### src/rtl/mem_write_tracer.sv
// Snoops the data-memory write port and records {addr, data, cycle stamp} per write in a FWFT trace buffer.
// Stops capture on a halt-address write or a cycle timeout. Optional address window: define TRACE_FILTER_EN.
module mem_write_tracer #(
  parameter int                    ADDR_WIDTH     = 32,
  parameter int                    DATA_WIDTH     = 32,
  parameter int                    DEPTH          = 16,
  parameter int                    CYCLE_WIDTH    = 32,
  parameter logic [ADDR_WIDTH-1:0] HALT_ADDR      = 32'hFFFF_FFFC,
  parameter int                    TIMEOUT_CYCLES = 100000,
  parameter logic [ADDR_WIDTH-1:0] FILTER_LO      = '0,
  parameter logic [ADDR_WIDTH-1:0] FILTER_HI      = '1
) (
  input  logic                     clk,
  input  logic                     reset,
  input  logic                     mem_wen,
  input  logic [ADDR_WIDTH-1:0]    mem_addr,
  input  logic [DATA_WIDTH-1:0]    mem_din,
  input  logic                     trace_rd_en,
  output logic                     trace_valid,
  output logic [ADDR_WIDTH-1:0]    trace_addr,
  output logic [DATA_WIDTH-1:0]    trace_data,
  output logic [CYCLE_WIDTH-1:0]   trace_cycle,
  output logic [$clog2(DEPTH):0]   trace_count,
  output logic                     overflow,
  output logic [15:0]              drop_count,
  output logic                     halted,
  output logic                     timeout,
  output logic [CYCLE_WIDTH-1:0]   cycle_count
);

  localparam int PTR_W = $clog2(DEPTH);
  localparam int CNT_W = PTR_W + 1;
  localparam logic [CNT_W-1:0]       FULL_COUNT   = CNT_W'(DEPTH);
  localparam bit                     TIMEOUT_ON   = (TIMEOUT_CYCLES != 0);
  localparam logic [CYCLE_WIDTH-1:0] TIMEOUT_LAST = CYCLE_WIDTH'(TIMEOUT_CYCLES - 1);

  typedef enum logic [1:0] {
    ST_RUN     = 2'd0,
    ST_HALTED  = 2'd1,
    ST_TIMEOUT = 2'd2
  } state_t;

  typedef struct packed {
    logic [ADDR_WIDTH-1:0]  addr;
    logic [DATA_WIDTH-1:0]  data;
    logic [CYCLE_WIDTH-1:0] cycle;
  } entry_t;

  state_t                 state, state_nxt;
  entry_t                 mem [DEPTH];
  logic [PTR_W-1:0]       wr_ptr, rd_ptr;
  logic [CNT_W-1:0]       count;
  logic [CYCLE_WIDTH-1:0] cyc;

  logic is_halt_addr, eligible, full, push, pop, drop;

  assign is_halt_addr = (mem_addr == HALT_ADDR);

`ifdef TRACE_FILTER_EN
  // The halt write must always reach the buffer, even outside the traced window.
  logic in_window;
  assign in_window = (mem_addr >= FILTER_LO) && (mem_addr <= FILTER_HI);
  assign eligible  = mem_wen && (state == ST_RUN) && (in_window || is_halt_addr);
`else
  logic [2*ADDR_WIDTH-1:0] unused_filter;
  assign unused_filter = {FILTER_LO, FILTER_HI};
  assign eligible      = mem_wen && (state == ST_RUN);
`endif

  assign full = (count == FULL_COUNT);
  assign pop  = trace_rd_en && (count != '0);
  // A pop on the same edge frees the slot, so a full buffer still accepts the write.
  assign push = eligible && (!full || pop);
  assign drop = eligible && full && !pop;

  always_comb begin
    state_nxt = state;
    if (state == ST_RUN) begin
      if (eligible && is_halt_addr)
        state_nxt = ST_HALTED;
      else if (TIMEOUT_ON && (cyc == TIMEOUT_LAST))
        state_nxt = ST_TIMEOUT;
    end
  end

  // NOTE: sequential state uses non-blocking assignments so every register samples pre-edge values.
  always_ff @(posedge clk or posedge reset) begin
    if (reset) begin
      state      <= ST_RUN;
      cyc        <= '0;
      wr_ptr     <= '0;
      rd_ptr     <= '0;
      count      <= '0;
      overflow   <= 1'b0;
      drop_count <= '0;
    end else begin
      state <= state_nxt;
      if (state == ST_RUN)
        cyc <= cyc + 1'b1;
      if (push)
        wr_ptr <= wr_ptr + 1'b1;
      if (pop)
        rd_ptr <= rd_ptr + 1'b1;
      case ({push, pop})
        2'b10:   count <= count + 1'b1;
        2'b01:   count <= count - 1'b1;
        default: count <= count;
      endcase
      if (drop) begin
        overflow <= 1'b1;
        if (drop_count != 16'hFFFF)
          drop_count <= drop_count + 1'b1;
      end
    end
  end

  // NOTE: storage has no reset; only pointers and count define which entries are live.
  always_ff @(posedge clk) begin
    if (push)
      mem[wr_ptr] <= '{addr: mem_addr, data: mem_din, cycle: cyc};
  end

  entry_t head;
  assign head        = mem[rd_ptr];
  assign trace_valid = (count != '0);
  assign trace_addr  = trace_valid ? head.addr  : '0;
  assign trace_data  = trace_valid ? head.data  : '0;
  assign trace_cycle = trace_valid ? head.cycle : '0;
  assign trace_count = count;
  assign halted      = (state == ST_HALTED);
  assign timeout     = (state == ST_TIMEOUT);
  assign cycle_count = cyc;

endmodule

### config.mk
export PLATFORM = sky130hd
export DESIGN_NAME = mem_write_tracer
export DESIGN_NICKNAME = d
export VERILOG_FILES = /design/src/rtl/mem_write_tracer.sv
export SDC_FILE = /design/constraint.sdc
export NUM_CORES = 1
export LEC_CHECK = 0
export ABC_AREA = 0
export BUFFER_PORTS_ARGS = -buffer_cell sky130_fd_sc_hd__buf_2
export CELL_PAD_IN_SITES_DETAIL_PLACEMENT = 1
export CELL_PAD_IN_SITES_GLOBAL_PLACEMENT = 2
export CORE_MARGIN = 2
export CORE_UTILIZATION = 35
export DETAILED_ROUTE_END_ITERATION = 12
export HOLD_SLACK_MARGIN = 0.06
export PLACE_DENSITY_LB_ADDON = 0.1
export SLEW_MARGIN = 30
export SYNTH_ARGS = -nofsm -noshare
export SYNTH_HDL_FRONTEND = slang
export SYNTH_SLANG_ARGS = --single-unit
### constraint.sdc
create_clock -name clk -period 20.4 [get_ports clk]
set_input_delay 3.06 -clock clk [delete_from_list [all_inputs] [get_ports clk]]
set_output_delay 3.06 -clock clk [all_outputs]
set_load 0.05 [all_outputs]
==> summary.md, run 1 <==
| Metric | Value |
|---|---|
| Outcome | `complete, no violations` |
| Final Max Tran Viols | `0` |
| Distinct cells, synth | `54` |
| Area after DPL | `0.06539 mm2` |
| Aggregate negative setup slack | `0 ns` |
| CTS Buf Count | `174` |
| Number of I/O pins | `221` |
| Rel. slew slack | `32.71%` |
| Initial DRC Count | `2,028` |
| CTS root buffer | `clkbuf_16` |
| Fillcell total | `16,300` |
| Die height | `422.0 um` |
| Crit-path max FO | `54` |
| Number of cells on the worst reg-to-reg path | `7` |
| DR pass1 iterations | `5` |
| Leak | `24.41 nW` |
| Cells after Synth | `2,651` |
| Synthesis Warnings | `0` |
| Initial core utilization | `35.19%` |
| Main combinational cell family by area after synthesis | `multiplexers` |
| Largest net degree at the start of global routing | `102` |
| Clk_lat worst skew | `0.81 ns` |
| Cell count after placement | `5,140` |
| Yosys reg bits | `1,600` |
| Final Hold Viols | `0` |
| Final Worst Setup Slack | `11.90 ns` |
| Row count | `153` |
| Tot GR Track Use | `18.72%` |
| Critical R2R Launch | `state[1]` |
| CP endpoint kind | `output pin` |
| CORE AREA | `0.1738 mm2` |
| CP required | `17.34 ns` |
| Post-synthesis simple-gate area fraction | `1.442%` |
| Crit Path Category | `flip-flop to output pin` |
| Period utilization | `41.67%` |
| Pre-CTS WS | `12.52 ns` |
| Layout Nets | `3,069` |
| Synth Area in XOR/XNOR | `0.7876%` |
| Final min period | `8.501 ns` |
| Reg-to-reg slack, setup | `15.25 ns` |
| Hold Path Depth | `1` |
| Routed wire length per instance | `30.42 um` |
| Synth-to-layout area growth | `16.05%` |
| Met2 Use GR | `32.59%` |
| Gr ovfl total | `0` |
| Input/output buffers | `220` |
| Net count after synthesis | `2,727` |
| Busiest grt layer | `met2` |
| Synth Area in Compound Gates | `1.152%` |
| Worst Hold Class | `flip-flop to flip-flop` |
| Chip Width | `422.0 um` |
| CP startpoint kind | `flip-flop` |
| Post-synthesis adder-cell area fraction | `0.1637%` |
| Hold path endpoint | `overflow` |
| Final setup viols | `0` |
| Finished Layout Cells | `5,468` |
| Synthesized cell area | `0.06116 mm2` |
| Finished Cell Area | `0.07098 mm2` |
| Gpl congestion | `0.6963` |
| GR Layer Usage met3 | `2.739%` |
| Max_cap viols | `0` |
| Sink Count | `1,600` |
| Pwr/cell area | `128.4 mW/mm2` |
| Worst slew pin tran | `1.009 ns` |
| Main flop type after synthesis | `edfxtp_1` |
| EDFF count, synth | `1,536` |
| Share of layout cells above drive strength 1 | `30.83%` |
| Global-route wire length before repair | `238,100 um` |
| Setup Skew | `0.02889 ns` |
| Max rail drop VDD | `0.1007 mV` |
| Vias | `28,730` |
| Max frequency | `0.1176 GHz` |
| Arrival time at the worst endpoint | `5.44 ns` |
| Pwr Total | `9.113 mW` |
| Hold_sp | `overflow` |
| CTS resizes | `0` |
| H-tree levels | `4` |
| Initial antenna violation count | `18` |
| Max Buffers Root-to-Sink | `3` |
| Reg-to-Reg End | `mem[13][45]` |
| Ys async rst share | `4.000%` |
| Postcts setup bufs | `0` |
| Met1 usage | `24.71%` |
| DP HPWL | `86,300 um` |
| Hold buffer count at cts | `0` |
| # DRC | `0` |
| RSZ-0062 raised after global routing | `false` |
| Synthesized area per cell | `23.07 um2` |
| DR vias/cell | `5.255` |
| Worst-path clk slew | `0.06 ns` |
| Die area | `0.1781 mm2` |
| Antenna-violating nets left | `0` |
| Sequential-to-total area share from yosys stat | `78.03%` |
| Final wirelength | `166,400 um` |
| TritonCTS clock tree | `yes` |
| Vias in the first global route | `32,000` |
| Mux contribution to synthesized area | `17.37%` |
## cell families (layout without fill, tap and decap cells)
group / Yosys count / in the layout
DFF: 1600 / 1600
adders and majority gates: 8 / 8
and+or+nand+nor: 155 / 155
buffers and inverters: 142 / 628
other: 0 / 6
xor gates and xnor gates: 55 / 55
muxes: 581 / 581
AOI/OAI and AO/OA: 110 / 110
## worst max path at each step
stage / start / endpoint / slack (ns) / cells past startpoint
final: rd_ptr[1] / trace_cycle[2] / 11.90 / 7
after global routing: rd_ptr[0] / trace_data[9] / 11.50 / 8
after CTS: rd_ptr[1] / trace_cycle[2] / 11.63 / 7
after detailed placement: rd_ptr[1] / trace_cycle[2] / 12.52 / 7
after global placement: rd_ptr[0] / trace_data[15] / 11.91 / 7
after floorplan: mem_wen / mem[3][0] / 9.45 / 4
## cells in the mapped netlist, types with 2 or more instances
master    number  area share, %
or3_1          3          0.031
dfrtp_1       64            2.6
ha_1           8           0.16
nand3_2        2          0.033
o21ai_0        2          0.016
nand4b_1       2          0.029
buf_6          3          0.055
nand2_2        3          0.031
inv_1          9          0.055
mux4_2       384             14
buf_4          4          0.049
a31oi_1        2          0.020
mux2i_1      192            3.1
nand4_1       21           0.21
nor2_1        26           0.16
nor3_2         2          0.033
clkbuf_1      50           0.31
xnor2_1       36           0.52
nand2_1       30           0.18
buf_2         56           0.46
xor2_1        19           0.27
buf_1         19           0.12
or4_4          2          0.037
nor3_1        12          0.098
nand2b_1       4          0.041
and3_1         4          0.041
mux2_2         5          0.092
nand3_1       13           0.11
and4_1         3          0.043
a21oi_1        2          0.016
edfxtp_1    1536             75
nor4_1        11           0.11
or4_1          2          0.025
o22ai_1       98            1.0
nor2b_1        3          0.031
## through the flow
step           utilization, %  hold slack, ns
6_report                40.83          0.4685
5_1_grt                 40.83          0.4851
4_1_cts                 40.79          0.4780
3_5_place_dp            37.62          0.4602
3_3_place_gp            37.59          0.4556
2_1_floorplan               -          0.4775
## critical path, cell delays in order, from the launching register on
cell	delay [ns]
dfrtp_4	0.97
buf_4	0.81
buf_4	0.78
buf_4	0.73
mux4_2	0.35
mux2i_1	0.07
o22ai_1	0.46
buf_2	0.37
## flip-flops by register name, summed over array words and instances, names as in the netlist
name,cells
state,2
overflow,1
rd_ptr,4
cycle_count,32
drop_count,16
wr_ptr,4
trace_count,5
mem,1536
## cells in the final DEF, fill, tap and decap left out, drive strengths merged, types with 4 or more instances in the layout
cell type	instances
dfrtp	64
ha	8
xor2	19
and4	4
nor4	12
nand3	15
buf	298
and3	5
nor2	28
o22ai	98
mux2	5
edfxtp	1536
nand4	22
clkbuf	230
or4	4
diode	6
mux4	384
mux2i	192
nand2b	4
inv	18
xnor2	36
clkinv	66
nand2	33
bufinv	14
nor3	14
## final cells by class
type                    count  area (um2)  area share (%)
diodes                      6       15.01         0.02115
clock buffers             230        4647           6.547
clock inverters            90       870.8           1.227
inverters                  10       38.79         0.05465
multi-input cells         909       12910           18.19
flip-flops and latches   1600       47740           67.26
well taps                2325        2909           4.099
repair buffers            298        1848           2.604
## routing by layer
layer / wire length (um) / vias to the layer above
met4: 3107 / 2
met1: 70550 / 15910
met3: 6407 / 213
li1: - / 12010
met5: 12 / -
met2: 86280 / 603
## where the power goes
part	total, mW	switching [mW]	internal (mW)
Sequential	3.67	0.0789	3.59
Clock	3.07	1.29	1.78
Combinational	2.37	1.49	0.879
Total	9.11	2.86	6.25
(Power assumes the default switching activity.)
==> run 2, diff against run 1 <==
clock period = 8.9 ns   (was 20.4 ns; I/O delays follow)
==> summary.md, run 2 (same netlist as run 1, synthesis figures left out) <==
| Metric | Value |
|---|---|
| Chip Width | `422.0 um` |
| CP startpoint kind | `flip-flop` |
| Leak | `24.38 nW` |
| Uppermost routed layer | `met5` |
| Worst-path clk slew | `0.06 ns` |
| Aggregate negative setup slack | `0 ns` |
| Commonest cells after routing, fill and taps aside | `1,536 x edfxtp_1, 384 x mux4_2, 220 x buf_2, 192 x mux2i_1, 176 x clkbuf_16` |
| Final Max Tran Viols | `0` |
| Met3 WL | `5935 um` |
| DP HPWL | `87,170 um` |
| Number of I/O pins | `221` |
| DR vias/cell | `5.193` |
| Global-route wire length before repair | `235,000 um` |
| Sink Count | `1,600` |
| Initial core utilization | `35.19%` |
| Row count | `153` |
| Vias in the first global route | `31,590` |
| H-tree levels | `4` |
| Crit-path cells | `buf_12 > buf_16 > mux4_2 > mux2i_1 > o22ai_1 > buf_2` |
| CORE AREA | `0.1738 mm2` |
| Die area | `0.1781 mm2` |
| Wire length on met2 | `82,520 um` |
| Vias | `28,430` |
| Worst Hold Class | `flip-flop to flip-flop` |
| Input/output buffers | `220` |
| Max Buffers Root-to-Sink | `3` |
| Die height | `422.0 um` |
| Most flops, register | `mem` |
| Final min period | `5.534 ns` |
| Final Hold Viols | `0` |
| Setup Skew | `0.03069 ns` |
| Rel. slew slack | `37.18%` |
| Slowest cell delay on critical path | `0.86 ns` |
| Crit Path Category | `flip-flop to output pin` |
| Layout Nets | `3,071` |
| Antenna-violating nets left | `0` |
| Family with the most delay on the worst path | `buffers and inverters` |
| CTS Buf Count | `175` |
| DR pass1 iterations | `5` |
| Tot GR Track Use | `18.46%` |
| Outcome | `complete, no violations` |
| Largest net degree at the start of global routing | `97` |
| Synth-to-layout area growth | `16.17%` |
| Max frequency | `0.1807 GHz` |
| # DRC | `0` |
| Gpl congestion | `0.7173` |
| Hold buffer count at cts | `0` |
| Commonest non-fill, non-tap cell in the layout | `edfxtp_1` |
| Final wirelength | `163,300 um` |
| RSZ-0062 raised after global routing | `false` |
| Area after DPL | `0.06555 mm2` |
| Postcts setup bufs | `0` |
| CTS resizes | `0` |
| Finished Cell Area | `0.07105 mm2` |
| TritonCTS clock tree | `yes` |
| M1 wire length | `71,260 um` |
| Clk_lat worst skew | `0.81 ns` |
| Max_cap viols | `0` |
| Initial antenna violation count | `19` |
| CP endpoint kind | `output pin` |
| CP required | `7.57 ns` |
| Gr ovfl total | `0` |
| Share of layout cells above drive strength 1 | `30.60%` |
| Worst Path Buf+Inv | `3` |
| Pwr/cell area | `292.1 mW/mm2` |
| Slowest cell on crit path | `dfrtp_4` |
| Final setup viols | `0` |
| Crit-path max FO | `96` |
| Initial DRC Count | `1,999` |
| Max rail drop VDD | `0.2364 mV` |
| Worst slew pin tran | `0.9423 ns` |
| Period utilization | `62.18%` |
| Max reg flops | `1,536` |
| CTS root buffer | `clkbuf_16` |
| Arrival time at the worst endpoint | `4.20 ns` |
| Routed wire length per instance | `29.83 um` |
==> run 2: changes by cell type in the layout (fill, tap and decap cells not counted), sizes merged <==
cell / delta
clkinv: +21
inv: -6
diode: -1
clkbuf: -3
buf: +1
bufinv: -6
==> run 2: final cells by class <==
cell class,count,area (um2)
well taps,2325,2909
repair buffers,299,1934
diodes,5,12.51
inverters,10,38.79
flip-flops and latches,1600,47740
clock buffers,227,4636
multi-input cells,909,12940
fillers,16260,102800
clock inverters,99,844.6
==> run 2: worst paths after layout <==
| check | start | to | slack, ns | cells after the start |
|---|---|---|---|---|
| max | rd_ptr[1] | trace_data[13] | 3.37 | 6 |
| min | overflow | overflow | 0.49 | 1 |
| max reg2reg | state[1] | mem[15][7] | 5.04 | 8 |
| min reg2reg | overflow | overflow | 0.49 | 1 |
| max in group asynchronous | reset | rd_ptr[0] | 7.60 | 3 |
| min in group asynchronous | reset | cycle_count[14] | 0.70 | 3 |
==> run 2: metrics by stage <==
stage          total power, mW  setup slack (ns)  std cells  hold WS (ns)  util [%]
2_1_floorplan            12.59             2.253       2651        0.4775         -
3_3_place_gp             14.15             3.947       5137        0.4808     37.63
3_5_place_dp             14.18             4.068       5143        0.4823     37.71
4_1_cts                  21.14             3.156       5469        0.4962     40.86
5_1_grt                  21.59             3.152       5470        0.5070     40.87
6_report                 20.75             3.366       5474        0.4861     40.87
==> run 2: layer usage <==
metal  global-route usage (%)  vias up
met3                    3.200      220
met4                    4.851        4
li1                         -    12010
met2                    31.46      506
met5                        0        -
met1                    24.46    15690
==> run 2: where the power goes <==
group / switching (mW) / leakage, nW / internal [mW] / total (mW)
Sequential: 0.158 / 16.0 / 8.23 / 8.39
Clock: 2.98 / 2.66 / 3.92 / 6.90
Combinational: 3.46 / 5.71 / 2.01 / 5.46
